**src/rtl/lsu_mem_master_pkg.sv**
```systemverilog
// -----------------------------------------------------------------------------
// lsu_mem_master_pkg
//   Shared types for the load/store initiator:
//     ram_size_e   - access size encoding used on the data RAM interface
//                    (BYTE / HALF_WORD / WORD; the fourth encoding is illegal)
//     lsu_state_e  - controller states (IDLE, WRITE, READ, RESP)
//     size_bytes() - number of bytes touched by an access of a given size
// -----------------------------------------------------------------------------
package lsu_mem_master_pkg;

   // Same encoding as the data RAM's size_i port.
   typedef enum logic [1:0] {
      BYTE      = 2'b00,
      HALF_WORD = 2'b01,
      WORD      = 2'b10
   } ram_size_e;

   typedef enum logic [1:0] {
      IDLE  = 2'b00,
      WRITE = 2'b01,
      READ  = 2'b10,
      RESP  = 2'b11
   } lsu_state_e;

   // Illegal encodings report 4 so the range check stays conservative; they
   // are faulted separately anyway.
   function automatic logic [2:0] size_bytes(input ram_size_e size);
      case (size)
         BYTE:      return 3'd1;
         HALF_WORD: return 3'd2;
         default:   return 3'd4;
      endcase
   endfunction

endpackage

```
**src/rtl/lsu_mem_master_req_check.sv**
```systemverilog
// -----------------------------------------------------------------------------
// lsu_req_check
//   Purely combinational request screening.
//   Ports:
//     addr_i         byte address of the request
//     size_i         access size
//     range_fault_o  last byte of the access lies at or beyond MEM_BYTES
//     illegal_size_o size encoding is not BYTE / HALF_WORD / WORD
//     misaligned_o   HALF_WORD on an odd address or WORD not 4-byte aligned
// -----------------------------------------------------------------------------
module lsu_req_check
   import lsu_mem_master_pkg::*;
#(
   parameter int unsigned MEM_SIZE = 4096
) (
   input  logic [31:0] addr_i,
   input  ram_size_e   size_i,
   output logic        range_fault_o,
   output logic        illegal_size_o,
   output logic        misaligned_o
);

   localparam logic [32:0] MEM_BYTES = 33'(4 * MEM_SIZE);

   // 33-bit sum so an address near 0xFFFFFFFF faults instead of wrapping.
   logic [32:0] last_byte;

   always_comb begin
      last_byte      = {1'b0, addr_i} + {30'b0, size_bytes(size_i)} - 33'd1;
      range_fault_o  = (last_byte >= MEM_BYTES);
      illegal_size_o = !((size_i == BYTE) || (size_i == HALF_WORD) || (size_i == WORD));
      case (size_i)
         HALF_WORD: misaligned_o = addr_i[0];
         WORD:      misaligned_o = |addr_i[1:0];
         default:   misaligned_o = 1'b0;
      endcase
   end

endmodule

```
**src/rtl/lsu_mem_master.sv**
```systemverilog
// -----------------------------------------------------------------------------
// lsu_mem_master
//   Load/store initiator between the execute stage and the data RAM. Takes one
//   request at a time, screens it, performs a single-cycle RAM write or read,
//   and returns one response.
//
//   Configuration macro: MISALIGN_TRAP_EN
//     defined   - misaligned HALF_WORD/WORD accesses fault with
//                 rsp_misaligned_o=1 (takes priority over a range fault)
//     undefined - misaligned accesses go to the byte-addressed RAM unchanged;
//                 rsp_misaligned_o is tied 0
//
//   Ports:
//     clk_i, rst_ni               clock, async active-low reset
//     req_valid_i / req_ready_o   request handshake (ready only in IDLE)
//     req_addr_i, req_we_i, req_size_i, req_unsigned_i, req_wdata_i
//                                 request payload
//     rsp_valid_o / rsp_ready_i   response handshake
//     rsp_rdata_o                 load data (0 for stores and faults)
//     rsp_err_o                   out-of-range or illegal-size fault
//     rsp_misaligned_o            misaligned fault
//     mem_*_o, mem_rdata_i        RAM interface (combinational read)
//     busy_o                      controller not in IDLE
// -----------------------------------------------------------------------------
module lsu_mem_master
   import lsu_mem_master_pkg::*;
#(
   parameter int unsigned MEM_SIZE = 4096
) (
   input  logic        clk_i,
   input  logic        rst_ni,

   input  logic        req_valid_i,
   output logic        req_ready_o,
   input  logic [31:0] req_addr_i,
   input  logic        req_we_i,
   input  ram_size_e   req_size_i,
   input  logic        req_unsigned_i,
   input  logic [31:0] req_wdata_i,

   output logic        rsp_valid_o,
   input  logic        rsp_ready_i,
   output logic [31:0] rsp_rdata_o,
   output logic        rsp_err_o,
   output logic        rsp_misaligned_o,

   output logic [31:0] mem_address_o,
   output ram_size_e   mem_size_o,
   output logic        mem_unsigned_o,
   output logic [31:0] mem_data_o,
   output logic        mem_wr_enable_o,
   input  logic [31:0] mem_rdata_i,

   output logic        busy_o
);

   lsu_state_e  state_q,     state_d;
   logic [31:0] addr_q,      addr_d;
   logic        we_q,        we_d;
   ram_size_e   size_q,      size_d;
   logic        unsigned_q,  unsigned_d;
   logic [31:0] wdata_q,     wdata_d;
   logic        rsp_valid_q, rsp_valid_d;
   logic [31:0] rsp_rdata_q, rsp_rdata_d;
   logic        rsp_err_q,   rsp_err_d;
   logic        rsp_mis_q,   rsp_mis_d;

   logic chk_range;
   logic chk_illegal;
   logic chk_misaligned;
   logic mis_fault;
   logic err_fault;

   // Screening looks at the live request so the decision is made in the
   // accept cycle.
   lsu_req_check #(
      .MEM_SIZE (MEM_SIZE)
   ) u_req_check (
      .addr_i         (req_addr_i),
      .size_i         (req_size_i),
      .range_fault_o  (chk_range),
      .illegal_size_o (chk_illegal),
      .misaligned_o   (chk_misaligned)
   );

`ifdef MISALIGN_TRAP_EN
   assign mis_fault = chk_misaligned;
`else
   logic unused_misaligned;
   assign unused_misaligned = chk_misaligned;
   assign mis_fault         = 1'b0;
`endif

   // A misaligned trap suppresses the access-fault report.
   assign err_fault = (chk_range | chk_illegal) & ~mis_fault;

   always_comb begin
      state_d     = state_q;
      addr_d      = addr_q;
      we_d        = we_q;
      size_d      = size_q;
      unsigned_d  = unsigned_q;
      wdata_d     = wdata_q;
      rsp_valid_d = rsp_valid_q;
      rsp_rdata_d = rsp_rdata_q;
      rsp_err_d   = rsp_err_q;
      rsp_mis_d   = rsp_mis_q;

      case (state_q)
         IDLE: begin
            if (req_valid_i) begin
               addr_d     = req_addr_i;
               we_d       = req_we_i;
               size_d     = req_size_i;
               unsigned_d = req_unsigned_i;
               wdata_d    = req_wdata_i;
               if (mis_fault || err_fault) begin
                  state_d     = RESP;
                  rsp_valid_d = 1'b1;
                  rsp_rdata_d = 32'h0;
                  rsp_err_d   = err_fault;
                  rsp_mis_d   = mis_fault;
               end else begin
                  state_d = req_we_i ? WRITE : READ;
               end
            end
         end
         WRITE: begin
            state_d     = RESP;
            rsp_valid_d = 1'b1;
            rsp_rdata_d = 32'h0;
            rsp_err_d   = 1'b0;
            rsp_mis_d   = 1'b0;
         end
         READ: begin
            state_d     = RESP;
            rsp_valid_d = 1'b1;
            rsp_rdata_d = mem_rdata_i;
            rsp_err_d   = 1'b0;
            rsp_mis_d   = 1'b0;
         end
         RESP: begin
            if (rsp_ready_i) begin
               state_d     = IDLE;
               rsp_valid_d = 1'b0;
               rsp_rdata_d = 32'h0;
               rsp_err_d   = 1'b0;
               rsp_mis_d   = 1'b0;
            end
         end
         default: state_d = IDLE;
      endcase
   end

   always_ff @(posedge clk_i or negedge rst_ni) begin
      if (!rst_ni) begin
         state_q     <= IDLE;
         addr_q      <= 32'h0;
         we_q        <= 1'b0;
         size_q      <= WORD;
         unsigned_q  <= 1'b0;
         wdata_q     <= 32'h0;
         rsp_valid_q <= 1'b0;
         rsp_rdata_q <= 32'h0;
         rsp_err_q   <= 1'b0;
         rsp_mis_q   <= 1'b0;
      end else begin
         state_q     <= state_d;
         addr_q      <= addr_d;
         we_q        <= we_d;
         size_q      <= size_d;
         unsigned_q  <= unsigned_d;
         wdata_q     <= wdata_d;
         rsp_valid_q <= rsp_valid_d;
         rsp_rdata_q <= rsp_rdata_d;
         rsp_err_q   <= rsp_err_d;
         rsp_mis_q   <= rsp_mis_d;
      end
   end

   // Write enable comes straight from the state register so an async reset
   // kills it before the next edge can write the RAM.
   assign mem_wr_enable_o  = (state_q == WRITE);
   assign req_ready_o      = (state_q == IDLE);
   assign busy_o           = (state_q != IDLE);

   assign mem_address_o    = addr_q;
   assign mem_size_o       = size_q;
   assign mem_unsigned_o   = unsigned_q;
   assign mem_data_o       = wdata_q;

   assign rsp_valid_o      = rsp_valid_q;
   assign rsp_rdata_o      = rsp_rdata_q;
   assign rsp_err_o        = rsp_err_q;
   assign rsp_misaligned_o = rsp_mis_q;

   // we_q is kept so the latched request is complete; the state already
   // encodes the direction.
   logic unused_we;
   assign unused_we = we_q;

endmodule

```
**config.mk**
```make
export PLATFORM = sky130hd
export DESIGN_NAME = lsu_mem_master
export DESIGN_NICKNAME = d
export VERILOG_FILES = /design/src/rtl/lsu_mem_master_pkg.sv /design/src/rtl/lsu_mem_master_req_check.sv /design/src/rtl/lsu_mem_master.sv
export SDC_FILE = /design/constraint.sdc
export NUM_CORES = 1
export LEC_CHECK = 0
export CAP_MARGIN = 40
export CORE_MARGIN = 2
export CORE_UTILIZATION = 36
export DETAILED_ROUTE_END_ITERATION = 6
export GPL_TIMING_DRIVEN = 0
export PLACE_DENSITY_LB_ADDON = 0.2
export SLEW_MARGIN = 5
export SYNTH_ARGS = -nofsm -noshare
export SYNTH_HDL_FRONTEND = slang
export SYNTH_SLANG_ARGS = --single-unit
```
**constraint.sdc**
```tcl
create_clock -name clk_i -period 2.6 [get_ports clk_i]
set_input_delay 0.52 -clock clk_i [delete_from_list [all_inputs] [get_ports clk_i]]
set_output_delay 0.52 -clock clk_i [all_outputs]
set_load 0.02 [all_outputs]
```
-- Word-level counts from Yosys, hierarchy flattened
Index checks and enable logic that the tools add are counted.
- bits in registers: 104
- latch bits: 0
- memory bits (writable): 0
- ROM bits: 0
- input port bits: 104
- output and inout bits: 105
- logic and storage cells: 49
- memories kept: 0
- add/subtract/negate cells: 2
- $mul: 0
- divide/modulo/power cells: 0
- $lt $le $gt $ge: 1
- eq/ne operators: 8
- shifts and indexed selects: 0
- mux-type cells: 18
- bitwise logic cells: 1
- reductions and logical operators: 10
- operators by type and width (kind ; count):
    one-hot mux 32 bit (4 select lines) ; 1
    2-to-1 mux 32 bit ; 3
    adder 32 x 3 -> 33 bit ; 1
    >= comparator 33 x 15 -> 1 bit (second input constant) ; 1
    subtractor 33 x 1 -> 33 bit (second input constant) ; 1
    one-hot mux 1 bit (3 select lines) ; 3
    2-to-1 mux 2 bit ; 4
    == test 2 bit (second input constant) ; 3
    one-hot mux 2 bit (3 select lines) ; 1
    one-hot mux 3 bit (2 select lines) ; 1
    2-to-1 mux 1 bit ; 5
    == test 2 x 1 -> 1 bit (second input constant) ; 2
    zero test 2 bit ; 2
    inequality test 2 bit (second input constant) ; 2
    AND reduction 2 bit ; 2
    AND reduction 3 bit ; 1
    logical OR 1 bit ; 2
    inequality test 2 x 1 -> 1 bit (second input constant) ; 1
    nonzero test 2 bit ; 1
    OR reduction 2 bit ; 1
    zero test 1 bit ; 1
    OR 1 bit ; 1

-- Longest topological paths before layout
Gate-level depths: netlist of the first run.
- word-level depth: 9
- depth in mapped cells: 19
- gate-level depth less buffers: 17

-- Cells and area by module
Synthesis of the first run repeated with hierarchy kept, for this count alone.
- cells, all modules: 630
- area, all modules: 6347.3 um2
- by module, submodules not included (module ; times used ; cells each ; area an instance (um2) ; seq. area each (um2)):
    lsu_mem_master ; 1 ; 306 ; 4201.5 ; 2578.7
    lsu_req_check ; 1 ; 324 ; 2145.8 ; 0.0

-- Worst setup path before layout of the first run
OpenSTA, ideal clock, no wires.
- path kind: input-to-reg
- start: input port req_size_i[1]
- end: register rsp_err_q, in the netlist rsp_err_o
- data arrival time: 3.301 ns
- slack: -0.825 ns
- stages on the path: 16
- path buffers: 0
- cells stage by stage: or2_2 > ha_1 > inv_1 > ha_1 > inv_1 > fa_1 > nand2b_1 > a21oi_1 > o31ai_1 > a31o_2 > o21bai_1 > mux2_2 > nand4_1 > nor4_4 > nor2_1 > mux2_2
- cells in the longest elaborated chain, start to end: 8
- elaborated cells on any way between the ends: 13
- those cells by class: 2 x add/sub; 1 x order compare; 3 x eq/ne; 1 x mux; 1 x bitwise; 5 x reduce/logical
- RTL lines (item ; line ; RTL):
    start, declared ; lsu_mem_master.sv:37 ; input ram_size_e req_size_i,
    == test 2 x 1 -> 1 bit / zero test 2 bit (equally long branches) ; lsu_mem_master_pkg.sv:28, lsu_mem_master_req_check.sv:31 ;
    one-hot mux 3 bit (2 select lines) ; lsu_mem_master_pkg.sv:28 ; case (size)
    adder 32 x 3 -> 33 bit ; lsu_mem_master_req_check.sv:29 ; last_byte = {1'b0, addr_i} + {30'b0, size_bytes(size_i)} - 33'd1;
    subtractor 33 x 1 -> 33 bit ; lsu_mem_master_req_check.sv:29 ;
    >= comparator 33 x 15 -> 1 bit ; lsu_mem_master_req_check.sv:30 ; range_fault_o = (last_byte >= MEM_BYTES);
    OR 1 bit * ; lsu_mem_master.sv:95 ; assign err_fault = (chk_range | chk_illegal) & ~mis_fault;
    inequality test 2 x 1 -> 1 bit (no line) * ; n/a ;
    AND reduction 3 bit (no line) * ; n/a ;
    end signal, assigned ; lsu_mem_master.sv:176 ; rsp_err_q <= rsp_err_d;
    end, declared ; lsu_mem_master.sv:65 ; logic rsp_err_q, rsp_err_d;
Every way passes the cells marked *; elsewhere a longest branch is shown, timed or not.
A chain may end at the register's enable or synchronous reset.

-- Worst setup path in the final report of the first run
- start: input port req_size_i[0]
- end: register rsp_rdata_q[18], in the netlist rsp_rdata_o[18]
- cells in the longest elaborated chain, start to end: 8
- elaborated cells on any way between the ends: 13
- those cells by class: 2 x add/sub; 1 x order compare; 3 x eq/ne; 1 x mux; 1 x bitwise; 5 x reduce/logical
- RTL lines (item ; line ; RTL):
    == test 2 x 1 -> 1 bit / zero test 2 bit (equally long branches) ; lsu_mem_master_pkg.sv:28, lsu_mem_master_req_check.sv:31 ;
    one-hot mux 3 bit (2 select lines) ; lsu_mem_master_pkg.sv:28 ;
    adder 32 x 3 -> 33 bit ; lsu_mem_master_req_check.sv:29 ;
    subtractor 33 x 1 -> 33 bit ; lsu_mem_master_req_check.sv:29 ;
    >= comparator 33 x 15 -> 1 bit ; lsu_mem_master_req_check.sv:30 ;
    OR 1 bit * ; lsu_mem_master.sv:95 ;
    inequality test 2 x 1 -> 1 bit (no line) * ; n/a ;
    AND reduction 3 bit (no line) * ; n/a ;
    end signal, assigned ; lsu_mem_master.sv:175 ; rsp_rdata_q <= rsp_rdata_d;
    end, declared ; lsu_mem_master.sv:64 ; logic [31:0] rsp_rdata_q, rsp_rdata_d;
Marked as above.

==> results of run 1 <==
==> routing by layer <==
layer	part of all wire	vias to the layer above
li1	-	2884
met4	0.021	0
met1	0.44	2814
met3	0.052	31
met2	0.48	171
met5	0	-
==> sequential cells by signal, summed over array words and instances, names as in the netlist <==
register / count
mem_address_o: 32
mem_data_o: 32
mem_size_o: 2
mem_unsigned_o: 1
rsp_err_o: 1
rsp_rdata_o: 32
rsp_valid_o: 1
state_q: 2
==> synth_stat cells (5+ instances only) <==
library cell,count
a211oi_1,6
ha_1,38
nand2_1,106
mux2_2,39
o21a_1,11
o211ai_1,5
buf_2,11
o31ai_1,34
nand2b_1,7
o21ai_1,15
o21ai_0,79
clkbuf_1,24
nand4_1,13
a21oi_1,33
nor2_1,24
dfrtp_1,102
nand3_1,7
inv_1,49
==> kinds of logic after synthesis <==
logic type               after synthesis  synth area share
XOR/XNOR                               5           0.00716
AO/OA/AOI/OAI                        210             0.210
buffers and inverters                 90            0.0636
AND/OR/NAND/NOR                      183             0.138
adder cells (fa/ha/maj)               39            0.0810
multiplexers                          43            0.0783
other                                  1          0.000613
flip-flops                           103             0.422
==> power by group <==
group | internal [mW] | switching (mW)
logic | 2.30 | 2.55
clock network | 0.707 | 0.690
registers | 2.34 | 0.383
total | 5.35 | 3.62
==> metrics by stage <==
step	power [mW]	hold WS, ns	cell area (um2)	worst slack [ns]	std cells
4_1_cts	8.98	0.00553	9720	-0.824	1143
5_1_grt	9.50	0.0170	9890	-0.949	1148
3_5_place_dp	7.28	0.392	8570	-1.98	1102
2_1_floorplan	5.09	0.224	6190	-0.765	674
6_report	8.97	0.00324	9890	-0.823	1148
3_3_place_gp	7.23	0.462	8540	-3.16	1101
==> final cells by class <==
cell class / instances / share of cell area
clock inverter: 6 / 0.00607
inverter: 49 / 0.0196
sequential: 103 / 0.261
timing repair buffer: 243 / 0.245
buffer: 36 / 0.0252
tap: 220 / 0.0278
multi-input combinational: 481 / 0.392
clock buffer: 10 / 0.0242
==> what timing repair did <==
action / 4_1_cts / 5_1_grt
setup endpoints to repair: 36 / 36
resized for setup: 174 / 46
pin swaps: 43 / 24
cloned: 2 / 0
buffers inserted: 28 / 6
==> cell usage in the layout, fill, tap and decap left out, types with 11 or more instances in the layout <==
cell type	instances
mux2_2	37
ha_4	23
inv_1	35
nand2_1	101
o21ai_2	16
clkdlybuf4s50_1	174
dfrtp_1	102
a21oi_1	21
nor2_1	23
o31ai_1	20
o31ai_2	13
buf_4	30
ha_1	12
buf_6	13
o21ai_0	67
dlygate4sd2_1	17
clkbuf_1	20
nand4_1	13
inv_2	11
==> path summary, 6_finish.rpt <==
kind / endpoint / cells past startpoint
min in group clk_i: mem_size_o[1] / 3
worst max register to register: rsp_rdata_o[28] / 14
max in group asynchronous: mem_size_o[1] / 2
worst min register to register: mem_address_o[29] / 2
worst min-delay path: mem_address_o[11] / 1
worst max-delay path: rsp_rdata_o[18] / 21
==> results.md, run 1 <==
* Filler cell count at approximately 1.5k
* Met2 GRT Util at 0.350
* Number of global-route vias before repair at between 5k and 6k
* Unrepaired setup endpoints after global routing: true
* GP Congestion at between 0.8 and 0.9
* Root buf cell: clkbuf_16
* Fraction of layout cells with a size suffix above 1 at 0.254
* Hold Violations, Final at 0
* Cell Chain, Critical Path: buf_8, or2_4, ha_4, inv_4, ha_4, inv_2, fa_2, nand2b_4, a21oi_4, o31ai_4, a31o_4, o21bai_4, mux2_4, nand4_1, nor4_4, buf_6, buf_8, buf_12, buf_8, o21ai_2, o31ai_2
* Crit. Startpoint: req_size_i[0]
* Arr. time, crit path at around 3.7 ns
* Setup CP Type: primary input to register
* Area occupied by multi-input gates at 3870 um2
* Core Area at about 17,000 um2
* CTS tree: built
* Final Cycle Share at 1.32
* Number of CTS-inserted buffers at 9
* Largest net degree at the start of global routing at 82
* Fmax at a little under 300 MHz
* Top Usage Layer GRT: met2
* Clock sink count at a little over 100
* Ys flop type: dfrtp_1
* Syn Inst Count at around 670
* RR Startpoint: state_q[1]
* Buf+Inv Stages, Crit Path at 7
* Synth cell types at 60
* Crit path top cell by count: buf_8
* Worst hold path class: primary input to asynchronous set/reset pin
* Overflow after GRT at 0
* Ranking of synthesized cells by area: dfrtp_1 42%, ha_1 7.8%, mux2_2 7.2%, nand2_1 6.5%, o21ai_0 6.5%
* Failing checks: setup timing
* Min Tclk post-route at roughly 3.4 ns
* Top-area cell type share of the netlist area at 0.417
* Fin nets at 1,066
* Maxcap violations at 0
* Largest area contributor in the netlist: dfrtp_1
* Initial antenna violation count at 0
* Pins over their slew limit at 0
* Seq/Total Area, Yosys at 0.422
* Worst-margin pin slew at 0.666 ns
* Clk_lat worst skew at ~0.35 ns
* Hold_buf cts at 0
* Worst-path maximum fanout at 5
* Layout area overhead at 61.7%
* IO buf count at 207
* Global-route wire length before repair at 30,200 um
* Syn Area/Cell at between 9 and 10 um2
* Synth Cell Area at around 6000 um2
* Antenna-violating nets left at 0
* Mapped Nets at 817
* Worst path slowest cell: fa_2
* Final Util at 0.596
* Relative slew margins at 0.556
* Asr flop ratio synth at 1.00
* H-tree levels at 3
* Crit end category: register
* Routed WL at between 15,000 and 20,000 um
* R2r setup slk at -0.53 ns
* Cell Pwr Density at slightly above 900 nW/um2
* Final setup TNS at -26.94 ns
* CP Launch Type: primary input
* Final setup vio count at 36
* Row cnt at 47
* WL/cell at about 17 um
* Initial core utilization at 0.369
* Outcome: complete, but fails checks
* Gr usage total at 0.210
* Post-synth EDFFs at 0
* Die area at between 15,000 and 20,000 um2
* DIE HEIGHT at 134 um
* Skew final at around 0.0072 ns
* # diodes at 0
* Clk slew on worst S/H paths at approximately 0.080 ns
* Synthesis warning total at 0
* Register cell area after layout at around 2600 um2
* DRC violations left at 0
* Worst path top cell family by delay: compound AO/OA/AOI/OAI gates
* Final worst slack at -0.823 ns
* Met3 usage at 0.0382
* CTS max path bufs at 2
* First drt pass iteration count at 5
* Leakage at between 4 and 5 nW
* Met1 Resource Use GR at 0.278
* Vias at roughly 6k
* Ports at around 210
* Iter 0 DRT Violations at between 300 and 400
* Seq cells post-synth at around 100
* CP peak stage delay at between 0.3 and 0.4 ns
* Vias/cell at ~5.1
* Max IR drop VDD at around 0.00052 V
* Chip width at about 130 um
* Post-DP HPWL at approximately 14,000 um
* Critical path required time at ~2.8 ns
No activity file was read; power rests on OpenSTA's default activity.
==> run 2, diff against run 1 <==
--- a/config.mk
+++ b/config.mk
@@ -5,6 +5,7 @@
 export SDC_FILE = /design/constraint.sdc
 export NUM_CORES = 1
 export LEC_CHECK = 0
+export ABC_AREA = 1
 export CAP_MARGIN = 40
 export CORE_MARGIN = 2
 export CORE_UTILIZATION = 36
==> run 2 against run 1 <==
The flow still finishes with violations (setup timing). Critical path type unchanged. Die area up 15%. Largest cell class unchanged. Wire length up 12%. Sequential cell count unchanged. Critical path depth up 7. Sequential share of layout area down 2.4 points. Cell count up 36%. Largest power group unchanged. Setup slack better by 0.34 ns.
==> results.md, run 2 <==
* Root buf cell: clkbuf_16
* Number of CTS-inserted buffers at 9
* Final worst slack at -0.482 ns
* Finished Layout Cells at between 1.5k and 2k
* Worst path slowest cell: fa_2
* Final Cycle Share at 1.19
* Fraction of layout cells with a size suffix above 1 at 0.193
* Seq cells post-synth at a little over 100
* Overflow after GRT at 0
* Layout area overhead at 54.4%
* Pins over their slew limit at 0
* Skew final at between 0.007 and 0.008 ns
* Die area at a little over 20,000 um2
* DIE HEIGHT at between 100 and 150 um
* Clk_lat worst skew at about 0.34 ns
* Ports at 209
* Clk slew on worst S/H paths at 0.08 ns
* Commonest cells after routing, fill and taps aside: 350 x nand2_1, 185 x clkdlybuf4s50_1, 173 x inv_1
* Ys flop type: dfrtp_1
* Setup CP Type: primary input to register
* Vias at 7,230
* Most common cell in the netlist: nand2_1
* Largest net degree at the start of global routing at 68
* Relative slew margins at 0.568
* Syn Area/Cell at roughly 6.8 um2
* Largest area contributor in the netlist: dfrtp_1
* CP Launch Type: primary input
* Synth cell types at 35
* Arr. time, crit path at between 3 and 4 ns
* Worst hold path class: primary input to asynchronous set/reset pin
* Routed WL at between 20,000 and 25,000 um
* Worst-margin pin slew at 0.648 ns
* Critical path required time at 2.89 ns
* Fin nets at approximately 1.4k
* Hold_buf cts at 0
* Iter 0 DRT Violations at around 380
* DRC violations left at 0
* Initial antenna violation count at 3
* Mapped Nets at approximately 1.2k
* Failing checks: setup timing
* Worst-path maximum fanout at 8
* Post-synth EDFFs at 0
* Initial core utilization at 0.365
* Chip width at approximately 140 um
* Top-area cell type share of the netlist area at 0.362
* Clock sink count at ~100
* Hold Violations, Final at 0
* Asr flop ratio synth at 1.00
* Max IR drop VDD at roughly 0.00032 V
* Crit path top cell by count: nand2_4
* Register cell area after layout at around 2600 um2
* Fmax at approximately 320 MHz
* Most common cell after layout, fill and taps aside: nand2_1
* Vias/cell at 4.63
* Unrepaired setup endpoints after global routing: true
* Core Area at 19,300 um2
* Synthesis warning total at 0
* H-tree levels at 3
* CTS max path bufs at 2
* Number of global-route vias before repair at a little under 7k
* Pre-CTS WS at -1.47 ns
* Gr usage total at 0.207
* CTS tree: built
* Final setup TNS at -14.84 ns
* Commonest cells in the netlist: 407 x nand2_1, 182 x inv_1, 102 x dfrtp_1
* Global-route wire length before repair at 33,900 um
* Synth Cell Area at around 7000 um2
* IO buf count at just over 200
* Area occupied by multi-input gates at between 4000 and 5000 um2
* Filler cell count at 1,803
* CP peak stage delay at about 0.38 ns
* Crit end category: register
* Syn Inst Count at 1,040
* Row cnt at 51
* First drt pass iteration count at 5
* Placed Cells at ~1.5k
* Post-DP HPWL at 16,600 um
* Leakage at about 5.6 nW
* GP Congestion at a little under 0.9
* Cell Pwr Density at just under 900 nW/um2
* Min Tclk post-route at around 3.1 ns
* Maxcap violations at 0
* WL/cell at roughly 14 um
* Overall power at roughly 9.4 mW
* Final setup vio count at 36
* Outcome: complete, but fails checks
* Antenna-violating nets left at 0
* Ranking of synthesized cells by area: dfrtp_1 36%, nand2_1 22%, inv_1 9.7%, ha_1 6.7%, nand3_1 5.5%
* Seq/Total Area, Yosys at 0.366
[run 2: path summary, 6_finish.rpt]
| check | startpoint | to | slack [ns] | cells past startpoint |
|---|---|---|---|---|
| max | req_size_i[1] | rsp_rdata_o[29] | -0.48 | 28 |
| min | rst_ni | mem_data_o[25] | 0.05 | 1 |
| max reg2reg | state_q[0] | rsp_rdata_o[29] | 0.11 | 15 |
| min reg2reg | rsp_rdata_o[4] | rsp_rdata_o[4] | 0.47 | 2 |
| max in group asynchronous | rst_ni | rsp_rdata_o[5] | 1.88 | 2 |
| min in group clk_i | req_size_i[1] | mem_size_o[1] | 0.42 | 3 |
[run 2: cell families (layout without fill, tap and decap cells)]
family | after synthesis | in the layout | share of synthesized area
flops | 103 | 103 | 0.366
simple gates | 585 | 585 | 0.344
fa+ha+maj | 39 | 39 | 0.0703
compound gates | 63 | 63 | 0.0468
mux | 33 | 33 | 0.0527
other cells | 1 | 4 | 0.000532
buf+inv | 216 | 468 | 0.120
[run 2: repair_timing]
item,in CTS,in global routing
gates cloned,4,0
pin swaps,33,23
setup endpoints to repair,36,36
buffers inserted,23,5
resized for setup,160,52
[run 2: critical path: cells and delay by family]
kind	cells	cell delay [ns]
adder cells (fa/ha/maj)	3	0.71
buffers and inverters	8	0.72
AND/OR/NAND/NOR	17	1.41
[run 2: per-stage QoR]
step	util	instance area, um2	hold WS [ns]
global placement	0.493	9540	0.452
detailed placement	0.495	9570	0.450
floorplan	-	7130	0.224
CTS	0.555	10700	0.0633
finish	0.563	10900	0.0539
global route	0.563	10900	0.0702
[run 2: layout make-up]
type                       instances  area share
antenna                            3    0.000689
buffer                            22      0.0121
clock buffer                      11      0.0232
clock inverter                     5     0.00437
inverter                         192      0.0684
multi-input combinational        721       0.402
sequential                       103       0.237
tap                              265      0.0304
timing repair buffer             238       0.222
[run 2: where the power goes]
part / internal [mW] / switching, mW / total, mW / leakage (nW)
registers: 2.34 / 0.408 / 2.74 / 1.29
logic: 2.49 / 2.82 / 5.30 / 4.21
clock network: 0.722 / 0.646 / 1.37 / 0.146
total: 5.54 / 3.87 / 9.41 / 5.65
[run 2: routing by layer]
layer,global-route usage,vias to the layer above,part of all wire
li1,-,3691,-
met1,0.256,3325,0.42
met2,0.367,190,0.50
met3,0.0273,24,0.055
met4,0.0722,0,0.022
met5,0,-,0
==> run 3, diff against run 2 <==
--- a/config.mk
+++ b/config.mk
@@ -12,6 +12,7 @@
 export DETAILED_ROUTE_END_ITERATION = 6
 export GPL_TIMING_DRIVEN = 0
 export PLACE_DENSITY_LB_ADDON = 0.2
+export REMOVE_ABC_BUFFERS = 1
 export SLEW_MARGIN = 5
 export SYNTH_ARGS = -nofsm -noshare
 export SYNTH_HDL_FRONTEND = slang
==> run 3 against run 2 <==
The run still ends with setup timing left. Via count decreased by 0.90%. Register-to-register slack got worse by 0.09 ns. Clock power increased by 9%. Maximum frequency increased by 5.2%. Wire length increased by 1.4%. Worst hold slack got worse by 0.047 ns. Die area unchanged.
==> results.md, run 3 (synthesized netlist as in run 2, its figures left out) <==
* Outcome: complete, but fails checks
* Failing checks: setup timing
* Iter 0 DRT Violations at roughly 310
* Leakage at roughly 5.7 nW
* Initial core utilization at 0.365
* Hold Violations, Final at 0
* Commonest cells after routing, fill and taps aside: 337 x nand2_1, 181 x clkdlybuf4s50_1, 172 x inv_1
* Number of CTS-inserted buffers at 9
* Pre-CTS WS at -1.76 ns
* Vias/cell at around 4.6
* CTS tree: built
* H-tree levels at 3
* Relative slew margins at 0.610
* Pins over their slew limit at 0
* Gr usage total at 0.212
* Final setup vio count at 36
* Final Cycle Share at 1.13
* Largest net degree at the start of global routing at 81
* CP peak stage delay at 0.36 ns
* Routed WL at 21,800 um
* DRC violations left at 0
* Fraction of layout cells with a size suffix above 1 at 0.209
* First drt pass iteration count at 5
* Register cell area after layout at 2580 um2
* Clk_lat worst skew at between 0.3 and 0.4 ns
* Cell Area, Placed at around 9500 um2
* Fmax at roughly 340 MHz
* Chip width at 144 um
* Worst-margin pin slew at around 0.58 ns
* Unrepaired setup endpoints after global routing: true
* Overall power at between 9 and 10 mW
* Worst-path maximum fanout at 8
* Die area at 20,700 um2
* Filler cell count at ~1.8k
* Setup CP Type: primary input to register
* Worst hold path class: primary input to asynchronous set/reset pin
* GP Congestion at 0.933
* Final worst slack at -0.329 ns
* Clock sink count at around 100
* Fin nets at around 1.4k
* Area occupied by multi-input gates at 4590 um2
* Core Area at slightly below 20,000 um2
* Max IR drop VDD at between 0.0004 and 0.0005 V
* Clk slew on worst S/H paths at 0.08 ns
* Overflow after GRT at 0
* Worst path slowest cell: fa_2
* IO buf count at just over 200
* Crit end category: register
* Critical path required time at just under 3 ns
* Row cnt at slightly above 50
* RR Startpoint: state_q[1]
* Initial antenna violation count at 2
* Cell Pwr Density at ~860 nW/um2
* CTS max path bufs at 2
* Layout area overhead at 56.4%
* Min Tclk post-route at around 3 ns
* Most common cell after layout, fill and taps aside: nand2_1
* Global-route wire length before repair at about 35,000 um
* Ports at between 200 and 250
* R2r setup slk at 0.02 ns
* Design Area, Final at 11,000 um2
* Antenna-violating nets left at 0
* WL/cell at roughly 14 um
* Post-DP HPWL at around 16,000 um
* Number of global-route vias before repair at 6,886
* Worst r2r dst: rsp_rdata_o[3]
* DIE HEIGHT at between 100 and 150 um
* Maxcap violations at 0
* Skew final at between 0.007 and 0.008 ns
* Cells on worst reg2reg path at 9
* Crit path top cell by count: nand2_2
* CP Launch Type: primary input
* Vias at around 7k
* Arr. time, crit path at 3.23 ns
* Root buf cell: clkbuf_16
run 3: changes by cell type in the layout (fill, tap and decap cells not counted), moves of 6 or more:
cell | before | now
nor2_2 | 10 | 18
nand2_2 | 50 | 67
dlygate4sd2_1 | 15 | 9
nor2_1 | 46 | 39
nand2_1 | 350 | 337
clkbuf_1 | 17 | 0
nand2_8 | 1 | 10
dlymetal6s2s_1 | 2 | 12
run 3: how the worst max path moves through the flow:
| stage | startpoint | cells past startpoint | slack, ns | endpoint |
|---|---|---|---|---|
| floorplan | req_size_i[1] | 25 | -0.60 | rsp_rdata_o[0] |
| global placement | rst_ni | 1 | -3.27 | mem_address_o[29] |
| detailed placement | req_size_i[1] | 25 | -1.76 | rsp_err_o |
| CTS | req_size_i[1] | 23 | -0.38 | rsp_err_o |
| global route | req_addr_i[0] | 24 | -0.50 | rsp_rdata_o[3] |
| finish | req_size_i[1] | 26 | -0.33 | rsp_rdata_o[3] |
run 3: what timing repair did:
action                                 CTS  global route
endpoints found under the hold margin    0             0
setup buffers                           18             7
cloned                                   9             1
pin swaps                               30            36
gates resized for setup                167            72
hold buffers                             0             0
setup endpoints to repair               36            36
run 3: metrics by stage:
step	TNS (ns)	utilization	instances	hold slack [ns]
final	-10.92	0.570	1545	0.00715
after global routing	-16.91	0.570	1544	0.0225
after CTS	-12.90	0.552	1535	0.0135
after detailed placement	-61.96	0.489	1492	0.403
after global placement	-487.81	0.483	1488	0.453
after floorplan	-37.50	-	1016	0.224
run 3: layout make-up:
cell class                      count  area share
Antenna cell                        2    0.000454
Clock buffer                        9      0.0204
Clock inverter                      7     0.00885
Inverter                          192      0.0665
Multi-Input combinational cell    731       0.417
Sequential cell                   103       0.234
Tap cell                          265      0.0301
Timing Repair Buffer              236       0.223
run 3: routing by layer:
layer | up-vias | routed length, um | track usage | share of wire
li1 | 3666 | - | - | -
met4 | 0 | 493 | 0.0702 | 0.023
met2 | 210 | 10500 | 0.369 | 0.48
met5 | - | 0 | 0 | 0
met3 | 32 | 1510 | 0.0403 | 0.069
met1 | 3257 | 9240 | 0.265 | 0.42
run 3: report_power, final:
group	internal [mW]	total (mW)	leakage [nW]	switching [mW]
sequential	2.34	2.74	1.29	0.406
clock	0.782	1.49	0.159	0.706
combinational	2.43	5.26	4.24	2.83
total	5.55	9.49	5.69	3.94
run 3: worst max-delay path, delay by kind of cell:
kind / cells / cell delay (ns)
adders and majority gates: 3 / 0.70
buffers and inverters: 6 / 0.49
and+or+nand+nor: 17 / 1.50
